[src/rtl/pipe_ctrl.sv]
// Pipeline control for the IF -> ID -> EX core: redirect/flush, load-use bubble, EX stall, bus hold.
// Optional perf counters (stall_cnt_o/flush_cnt_o) are built only when CTRL_PERF_CNT_EN is defined.
module pipe_ctrl #(
  parameter int unsigned FLUSH_CYCLES = 2
`ifdef CTRL_PERF_CNT_EN
  ,
  parameter int unsigned PERF_W = 32
`endif
) (
  input  logic        clk,
  input  logic        rst,
  input  logic        jump_en_i,
  input  logic [31:0] jump_addr_i,
  input  logic        ex_busy_i,
  input  logic        ex_load_i,
  input  logic        ex_reg_wen_i,
  input  logic [4:0]  ex_rd_addr_i,
  input  logic [4:0]  rs1_addr_i,
  input  logic [4:0]  rs2_addr_i,
  input  logic        bus_req_i,
  output logic        jump_en_o,
  output logic [31:0] jump_addr_o,
  output logic        hold_pc_o,
  output logic        hold_if_id_o,
  output logic        hold_id_ex_o,
  output logic        flush_if_id_o,
  output logic        flush_id_ex_o,
  output logic        bus_gnt_o
`ifdef CTRL_PERF_CNT_EN
  ,
  output logic [PERF_W-1:0] stall_cnt_o,
  output logic [PERF_W-1:0] flush_cnt_o
`endif
);

  localparam int unsigned CNT_W = (FLUSH_CYCLES > 1) ? $clog2(FLUSH_CYCLES) : 1;
  localparam logic [CNT_W-1:0] CNT_RELOAD = CNT_W'(FLUSH_CYCLES - 1);
  localparam logic [CNT_W-1:0] CNT_ONE    = CNT_W'(1);

  typedef enum logic [1:0] {
    ST_RUN     = 2'd0,
    ST_FLUSH   = 2'd1,
    ST_BUSHOLD = 2'd2
  } state_t;

  state_t           state, state_next;
  logic [CNT_W-1:0] cnt, cnt_next;
  logic             gnt_q;
  logic             from_bus_q;
  logic             load_use;

  // EX load whose destination is read by the instruction in ID
  assign load_use = ex_load_i & ex_reg_wen_i & (ex_rd_addr_i != 5'd0) &
                    ((ex_rd_addr_i == rs1_addr_i) | (ex_rd_addr_i == rs2_addr_i));

  assign bus_gnt_o = gnt_q;

  always_ff @(posedge clk) begin
    if (rst) begin
      state      <= ST_RUN;
      cnt        <= '0;
      gnt_q      <= 1'b0;
      from_bus_q <= 1'b0;
    end else begin
      state      <= state_next;
      cnt        <= cnt_next;
      gnt_q      <= (state_next == ST_BUSHOLD);
      from_bus_q <= (state == ST_BUSHOLD);
    end
  end

  always_comb begin
    state_next    = state;
    cnt_next      = cnt;
    jump_en_o     = 1'b0;
    jump_addr_o   = 32'h0;
    hold_pc_o     = 1'b0;
    hold_if_id_o  = 1'b0;
    hold_id_ex_o  = 1'b0;
    flush_if_id_o = 1'b0;
    flush_id_ex_o = 1'b0;

    if (!rst) begin
      case (state)
        ST_RUN, ST_FLUSH: begin
          if (jump_en_i) begin
            // Redirect: same outputs whether from RUN or restarting inside FLUSH
            jump_en_o     = 1'b1;
            jump_addr_o   = jump_addr_i;
            flush_if_id_o = 1'b1;
            flush_id_ex_o = 1'b1;
            if (FLUSH_CYCLES > 1) begin
              state_next = ST_FLUSH;
              cnt_next   = CNT_RELOAD;
            end else begin
              state_next = ST_RUN;
              cnt_next   = '0;
            end
          end else if (state == ST_FLUSH) begin
            flush_if_id_o = 1'b1;
            if (cnt <= CNT_ONE) begin
              state_next = ST_RUN;
              cnt_next   = '0;
            end else begin
              cnt_next = cnt - CNT_ONE;
            end
          end else if (ex_busy_i) begin
            hold_pc_o    = 1'b1;
            hold_if_id_o = 1'b1;
            hold_id_ex_o = 1'b1;
          end else if (load_use) begin
            hold_pc_o     = 1'b1;
            hold_if_id_o  = 1'b1;
            flush_id_ex_o = 1'b1;
          end else if (bus_req_i && !from_bus_q) begin
            state_next = ST_BUSHOLD;
          end
        end

        ST_BUSHOLD: begin
          hold_pc_o    = 1'b1;
          hold_if_id_o = 1'b1;
          hold_id_ex_o = 1'b1;
          if (!bus_req_i) begin
            state_next = ST_RUN;
          end
        end

        default: begin
          state_next = ST_RUN;
          cnt_next   = '0;
        end
      endcase
    end
  end

`ifdef CTRL_PERF_CNT_EN
  logic [PERF_W-1:0] stall_cnt_q, flush_cnt_q;

  // Saturating event counters
  always_ff @(posedge clk) begin
    if (rst) begin
      stall_cnt_q <= '0;
      flush_cnt_q <= '0;
    end else begin
      if (hold_pc_o && (stall_cnt_q != {PERF_W{1'b1}})) begin
        stall_cnt_q <= stall_cnt_q + PERF_W'(1);
      end
      if (flush_if_id_o && (flush_cnt_q != {PERF_W{1'b1}})) begin
        flush_cnt_q <= flush_cnt_q + PERF_W'(1);
      end
    end
  end

  assign stall_cnt_o = stall_cnt_q;
  assign flush_cnt_o = flush_cnt_q;
`endif

endmodule

[config.mk]
export PLATFORM = sky130hd
export DESIGN_NAME = pipe_ctrl
export DESIGN_NICKNAME = d
export VERILOG_FILES = /design/src/rtl/pipe_ctrl.sv
export SDC_FILE = /design/constraint.sdc
export NUM_CORES = 1
export LEC_CHECK = 0
export BUFFER_PORTS_ARGS = -buffer_cell sky130_fd_sc_hd__buf_2
export CORE_UTILIZATION = 29
export CTS_CLUSTER_DIAMETER = 200
export CTS_CLUSTER_SIZE = 10
export DETAILED_ROUTE_END_ITERATION = 12
export PLACE_DENSITY = 0.84
export SLEW_MARGIN = 10
export SYNTH_ARGS = -nofsm -noshare
export SYNTH_HDL_FRONTEND = slang
export SYNTH_SLANG_ARGS = --single-unit
[constraint.sdc]
create_clock -name clk -period 1.95 [get_ports clk]
set_input_delay 0.195 -clock clk [delete_from_list [all_inputs] [get_ports clk]]
set_output_delay 0.195 -clock clk [all_outputs]
set_load 0.1 [all_outputs]
==> flow_summary.json, run 1 <==
{
  "min_period_over_period": 0.967,
  "tns_ps": 0,
  "die_height_um": 45.6,
  "setup_viol": 0,
  "boundaryPins": 93,
  "drive_gt1_frac": 0.683,
  "fp.dieArea_um2": 2080,
  "drv_slew": 0,
  "clock.fmax_mhz": 530,
  "worstPathArrival_ps": 1690,
  "p_leak_uw": 0.000792,
  "cp.buffers_inverters": 1,
  "synth_area_um2": 552,
  "top_layer": "met4",
  "synth-compound-area-share": 0.127,
  "area_delta_synth_final_pct": 196,
  "grt_pass1_vias": 1016,
  "start_util": 0.313,
  "critPathMaxStageDelay_ps": 520,
  "utilization": 0.925,
  "drt_iter0_markers": 8,
  "drv_cap": 0,
  "wl_met1_um": 1110,
  "maxSlewHeadroom": 0.578,
  "grt_overflow_total": 0,
  "num_vias": 938,
  "path_class": "flip-flop to output pin",
  "synth_edf_count": 0,
  "yosys.area_share.simple": 0.519,
  "yosysTopAreaCell": "and2_1",
  "ant_nets": 0,
  "async_reset_ff_frac": 0,
  "grt_pass1_wl_um": 4660,
  "cp-start-kind": "flip-flop",
  "hpwl_um": 2710,
  "required_ps": 1750,
  "clock_latency_ps": 250,
  "yosysMostFrequentCell": "and2_1",
  "totalWireLength_um": 3430,
  "clockBufferDepth": 2,
  "rsz0062_at_grt": "no",
  "drc_errors": 0,
  "wl_per_cell_um": 17.9,
  "cts_sinks": 4,
  "ys_seq_area_frac": 0.145,
  "synth_fp_nets": 129,
  "cts_buffers": 3,
  "syn-instance-count": 75,
  "tightestPinTransition_ps": 633,
  "yosys_warnings": 0,
  "synth_top_area_share": 0.374,
  "cts_tree": "done",
  "core_area_um2": 1760,
  "cts_hold_buf": 0,
  "nets": 223,
  "synthFlopType": "dfxtp_1",
  "final_hold_viol_count": 0,
  "rows": 15,
  "critPathSlowestCell": "or4b_1",
  "clock_skew_ps": 12.2,
  "synth_common_cells": "and2_1 (33), xor2_1 (10), nor3_1 (6)",
  "synth_top_family_by_area": "simple AND/OR/NAND/NOR gates",
  "status": "finished, final reports clean",
  "p_per_area_nw_per_um2": 464,
  "drt-vias-per-instance": 4.89,
  "antenna_found_initial": 0,
  "grt_use_total": 0.336,
  "first_pass_iters": 4,
  "critPathMaxFanout": 4,
  "die_w_um": 45.6,
  "htree_levels": 1,
  "place.port_buffers": 92,
  "synth_fa_ha_area_frac": 0,
  "period_minus_slack_ps": 1890,
  "ys_seq_elements": 4,
  "synthMuxAreaShare": 0,
  "grt_max_degree": 25,
  "synthXorXnorAreaFrac": 0.159,
  "antenna_cells": 0,
  "cts.clk_slew.worst_paths_ps": 50,
  "end_kind": "output pin",
  "synth.avg_cell_area_um2": 7.36,
  "layout.cells.non_filler": 192,
  "crit_family": "simple AND/OR/NAND/NOR gates",
  "ys_types": 19,
  "dr_wl_met3_um": 292,
  "numPlacedInstances": 189,
  "met2WireLength_um": 1830,
  "netlist_top_cells_area": "and2_1 (37%), xor2_1 (16%), dfxtp_1 (15%)",
  "crit_chain": "nor2_2 -> or4b_1 -> o21bai_4 -> buf_12",
  "cts_root_buf": "clkbuf_4",
  "gp_congestion": 0.805,
  "min_path_type": "input pin to flip-flop",
  "ir_drop_uv": 269
}
## power breakdown
group / switching, µW / internal [µW]
combinational: 358 / 196
sequential: 4.24 / 84.9
clock: 44.0 / 69.5
total: 406 / 351
## timing repair
action | 4_1_cts | 5_1_grt
gates resized for setup | 1 | 2
pin swaps | 0 | 0
setup buffers | 0 | 0
endpoints found under the setup margin | 1 | 2
## final timing paths
path	from	to	slack, ps	cells after the start
max	state[0]$_SDFF_PP0_	flush_id_ex_o	60	4
min	ex_load_i	bus_gnt_o$_SDFF_PP0_	290	3
max reg2reg	state[0]$_SDFF_PP0_	state[1]$_SDFF_PP0_	950	3
min reg2reg	state[1]$_SDFF_PP0_	from_bus_q$_SDFF_PP0_	630	1
## layout by cell type, fill, tap and decap left out, types with 2 or more instances in the layout
master / netlist / routed
and2_1: 33 / 25
buf_12: 0 / 34
o21bai_4: 0 / 2
xor2_1: 10 / 10
nor2_1: 4 / 3
buf_4: 1 / 2
nor3_1: 6 / 4
clkbuf_4: 0 / 5
and2_2: 0 / 2
and2_4: 0 / 6
buf_2: 1 / 56
nor3_2: 1 / 2
o31a_2: 2 / 2
dfxtp_1: 4 / 4
## cell type report
cell class	instances	area (µm²)
clock buffers	3	22.5
fillers	72	133
inverters	1	3.75
multi-input cells	65	503
flip-flops and latches	4	80.1
well taps	25	31.3
repair buffers	94	991
## per-layer routing
| metal | up-vias | GRT usage |
|---|---|---|
| met2 | 71 | 0.629 |
| li1 | 430 | - |
| met5 | - | 0 |
| met1 | 418 | 0.298 |
| met3 | 19 | 0.111 |
| met4 | 0 | 0.224 |
## state kept, by name, indices dropped and copies added, names as in the netlist
| name | flops |
|---|---|
| state | 2 |
| bus_gnt_o | 1 |
| from_bus_q | 1 |
## kinds of logic (layout without fill, tap and decap cells)
group           after synthesis  in the layout
xor+xnor                     10             10
buf+inv                       6             98
flops                         4              4
simple gates                 47             47
compound gates                8              8
## through the flow
stage | hold WS (ps) | total power (µW) | instance area (µm²) | setup slack (ps)
floorplan | 274 | 421 | 621 | -465
global placement | 476 | 624 | 1600 | 159
detailed placement | 515 | 639 | 1600 | 93.2
CTS | 295 | 757 | 1630 | 31.5
global route | 313 | 774 | 1630 | 5.08
finish | 290 | 757 | 1630 | 64.9
## worst min-delay path, cell delays in order
cell	delay, ps
buf_2	100
o211ai_2	80
o31a_2	130
Power figures use the tool's default switching activity.
==> inputs of run 2 (changes only) <==
Settings changed: CORE_UTILIZATION 29 to 24, PLACE_DENSITY 0.84 to 0.75.
Clock period 1.95 ns to 1.5 ns, I/O delays scaled along.
==> flow_summary.json, run 2 <==
{
  "synth_edf_count": 0,
  "start_util": 0.268,
  "yosysTopAreaCell": "and2_1",
  "synth_fp_nets": 129,
  "ys_seq_area_frac": 0.145,
  "synthFlopType": "dfxtp_1",
  "cts_root_buf": "clkbuf_4",
  "clockBufferDepth": 2,
  "error": "[ERROR DPL-0033] detailed placement checks failed during check placement.",
  "hpwl_um": 2790,
  "post_cts.repair.setup_buffers": 5,
  "cts_resized": 20,
  "cts_sinks": 4,
  "syn-instance-count": 75,
  "cts_buffers": 3,
  "rows": 16,
  "yosys_warnings": 0,
  "ys_seq_elements": 4,
  "synth_top_area_share": 0.374,
  "boundaryPins": 93,
  "yosysMostFrequentCell": "and2_1",
  "htree_levels": 1,
  "ys_types": 19,
  "synth_common_cells": "and2_1 (33), xor2_1 (10), nor3_1 (6)",
  "stop_stage": "clock tree synthesis (4_1_cts)",
  "place.port_buffers": 92,
  "async_reset_ff_frac": 0,
  "synth_area_um2": 552,
  "gp_congestion": 0.751,
  "status": "stopped before the end",
  "die_w_um": 50.0,
  "die_height_um": 50.0,
  "netlist_top_cells_area": "and2_1 (37%), xor2_1 (16%), dfxtp_1 (15%)",
  "cts_hold_buf": 0,
  "synth.avg_cell_area_um2": 7.36
}
==> run 2: cell counts after synthesis <==
Identical to the previous run, type by type.
==> run 2: logic make-up after synthesis <==
| family | share of synthesized area |
|---|---|
| AOI/OAI and AO/OA | 0.127 |
| xor gates and xnor gates | 0.159 |
| buffers and inverters | 0.0499 |
| DFF | 0.145 |
| and+or+nand+nor | 0.519 |
==> run 2: metrics by stage <==
stage               setup WS [ps]  hold slack (ps)  instance area, µm²  instances  utilization
floorplan                    -708              229                 708         75            -
global placement             -129              493                1830        205        0.886
detailed placement           -195              509                1830        205        0.886
==> inputs of run 3 (changes only) <==
Settings changed: CORE_AREA set to 2 2 63 65, CORE_UTILIZATION 24 to unset, CTS_CLUSTER_DIAMETER 200 to unset, CTS_CLUSTER_SIZE 10 to unset, DIE_AREA set to 0 0 65 67, PLACE_DENSITY 0.75 to unset, PLACE_DENSITY_LB_ADDON set to 0.15.
Clock period 1.5 ns to 1.95 ns, I/O delays scaled along.
==> flow_summary.json, run 3 (synthesis gave the netlist of run 1 again) <==
{
  "setup_viol": 0,
  "drv_cap": 0,
  "end_kind": "output pin",
  "drv_slew": 0,
  "drt_iter0_markers": 4,
  "rows": 22,
  "antenna_cells": 0,
  "grt_overflow_total": 0,
  "min_path_type": "input pin to flip-flop",
  "core_area_um2": 3610,
  "layout_commonest_cell": "buf_2",
  "cts_hold_buf": 0,
  "nets": 222,
  "ant_nets": 0,
  "rsz0062_at_grt": "no",
  "top_register": "state",
  "clock_latency_ps": 210,
  "critPathMaxFanout": 4,
  "cp.buffers_inverters": 2,
  "wl_per_cell_um": 11.4,
  "die_height_um": 67,
  "num_vias": 848,
  "hold_depth": 2,
  "clock_skew_ps": 4.18,
  "gp_congestion": 0.712,
  "start_util": 0.153,
  "fillCellCount": 347,
  "place.port_buffers": 92,
  "cts_tree": "done",
  "drive_gt1_frac": 0.675,
  "antenna_found_initial": 0,
  "clockBufferDepth": 2,
  "p_leak_uw": 0.000795,
  "worstHoldStart": "rst",
  "min_period_over_period": 0.934,
  "required_ps": 1750,
  "r2r_slack_ps": 1020,
  "critPathMaxStageDelay_ps": 540,
  "worstReg2RegStart": "state[0]$_SDFF_PP0_",
  "cts_sinks": 4,
  "maxSlewHeadroom": 0.589,
  "hold-path-endpoint": "state[0]$_SDFF_PP0_",
  "die_w_um": 65,
  "post_cts.repair.setup_buffers": 0,
  "ir_drop_uv": 169,
  "crit_chain": "buf_2 -> or4_1 -> o211ai_2 -> nand3b_1 -> o21bai_4 -> buf_2",
  "crit_family": "simple AND/OR/NAND/NOR gates",
  "cts_resized": 0,
  "period_minus_slack_ps": 1820,
  "clock.fmax_mhz": 549,
  "area_delta_synth_final_pct": 202,
  "grt_pass1_vias": 932,
  "drt-vias-per-instance": 3.96,
  "worstPathArrival_ps": 1630,
  "cp-start-kind": "input pin",
  "critPathSlowestCell": "or4_1",
  "totalWireLength_um": 2450,
  "htree_levels": 1,
  "grt_max_degree": 35,
  "first_pass_iters": 2,
  "holdWs_ps": 273,
  "final_hold_viol_count": 0,
  "layout_common_cells": "buf_2 (58), buf_12 (34), and2_1 (25)",
  "boundaryPins": 93,
  "cts_buffers": 3,
  "fp.dieArea_um2": 4360,
  "timing.rr.end": "bus_gnt_o$_SDFF_PP0_",
  "grt_pass1_wl_um": 3970,
  "cts_root_buf": "clkbuf_8",
  "grt_use_total": 0.118,
  "path_class": "input pin to output pin",
  "tns_ps": 0,
  "tightestPinTransition_ps": 616,
  "rr_worst_depth": 3,
  "status": "finished, final reports clean",
  "hpwl_um": 2290,
  "largest_reg_flops": 2,
  "p_per_area_nw_per_um2": 478,
  "drc_errors": 0,
  "cts.clk_slew.worst_paths_ps": 30,
  "cp_common_cell": "buf_2"
}
==> run 3: report_power, final <==
part	internal [µW]	total [µW]	switching [µW]	leakage, µW
clock	131	169	38.0	0.0000216
combinational	193	537	344	0.000741
sequential	85.3	88.5	3.22	0.0000327
==> run 3: worst reg2reg max path, delay by kind of cell, from the launching register on <==
kind | cells | cell delay (ps)
and+or+nand+nor | 1 | 200
DFF | 1 | 330
AOI/OAI and AO/OA | 2 | 340
==> run 3: worst max-delay path by stage <==
stage | start | end | cells after the start
global placement | ex_rd_addr_i[1] | hold_if_id_o | 6
global route | state[1]$_SDFF_PP0_ | hold_pc_o | 4
detailed placement | ex_rd_addr_i[1] | hold_if_id_o | 6
finish | ex_rd_addr_i[1] | hold_if_id_o | 6
CTS | ex_rd_addr_i[1] | hold_if_id_o | 6
floorplan | state[1]$_SDFF_PP0_ | hold_pc_o | 5
==> run 3: cell type report <==
class	count	area (µm²)	area share
repair buffers	93	978	0.588
clock buffers	3	41.3	0.0248
flip-flops and latches	4	80.1	0.0481
well taps	48	60.1	0.0361
inverters	1	3.75	0.00226
multi-input cells	65	500	0.301
==> run 3: metrics by stage <==
| stage | utilization | cells | cell area [µm²] | setup WS, ps | power (µW) |
|---|---|---|---|---|---|
| after global routing | 0.461 | 214 | 1660 | 63.2 | 826 |
| after global placement | 0.450 | 211 | 1620 | 150 | 628 |
| after detailed placement | 0.450 | 211 | 1620 | 127 | 632 |
| after CTS | 0.461 | 214 | 1660 | 122 | 806 |
| after floorplan | - | 75 | 621 | -465 | 421 |
| final | 0.461 | 214 | 1660 | 128 | 795 |
==> run 3: per-layer routing <==
layer,track usage,up-vias,wire length [µm]
met5,0,-,0
met4,0.0239,0,0
met3,0.0642,0,413
met2,0.216,64,1190
met1,0.117,357,848
li1,-,427,-
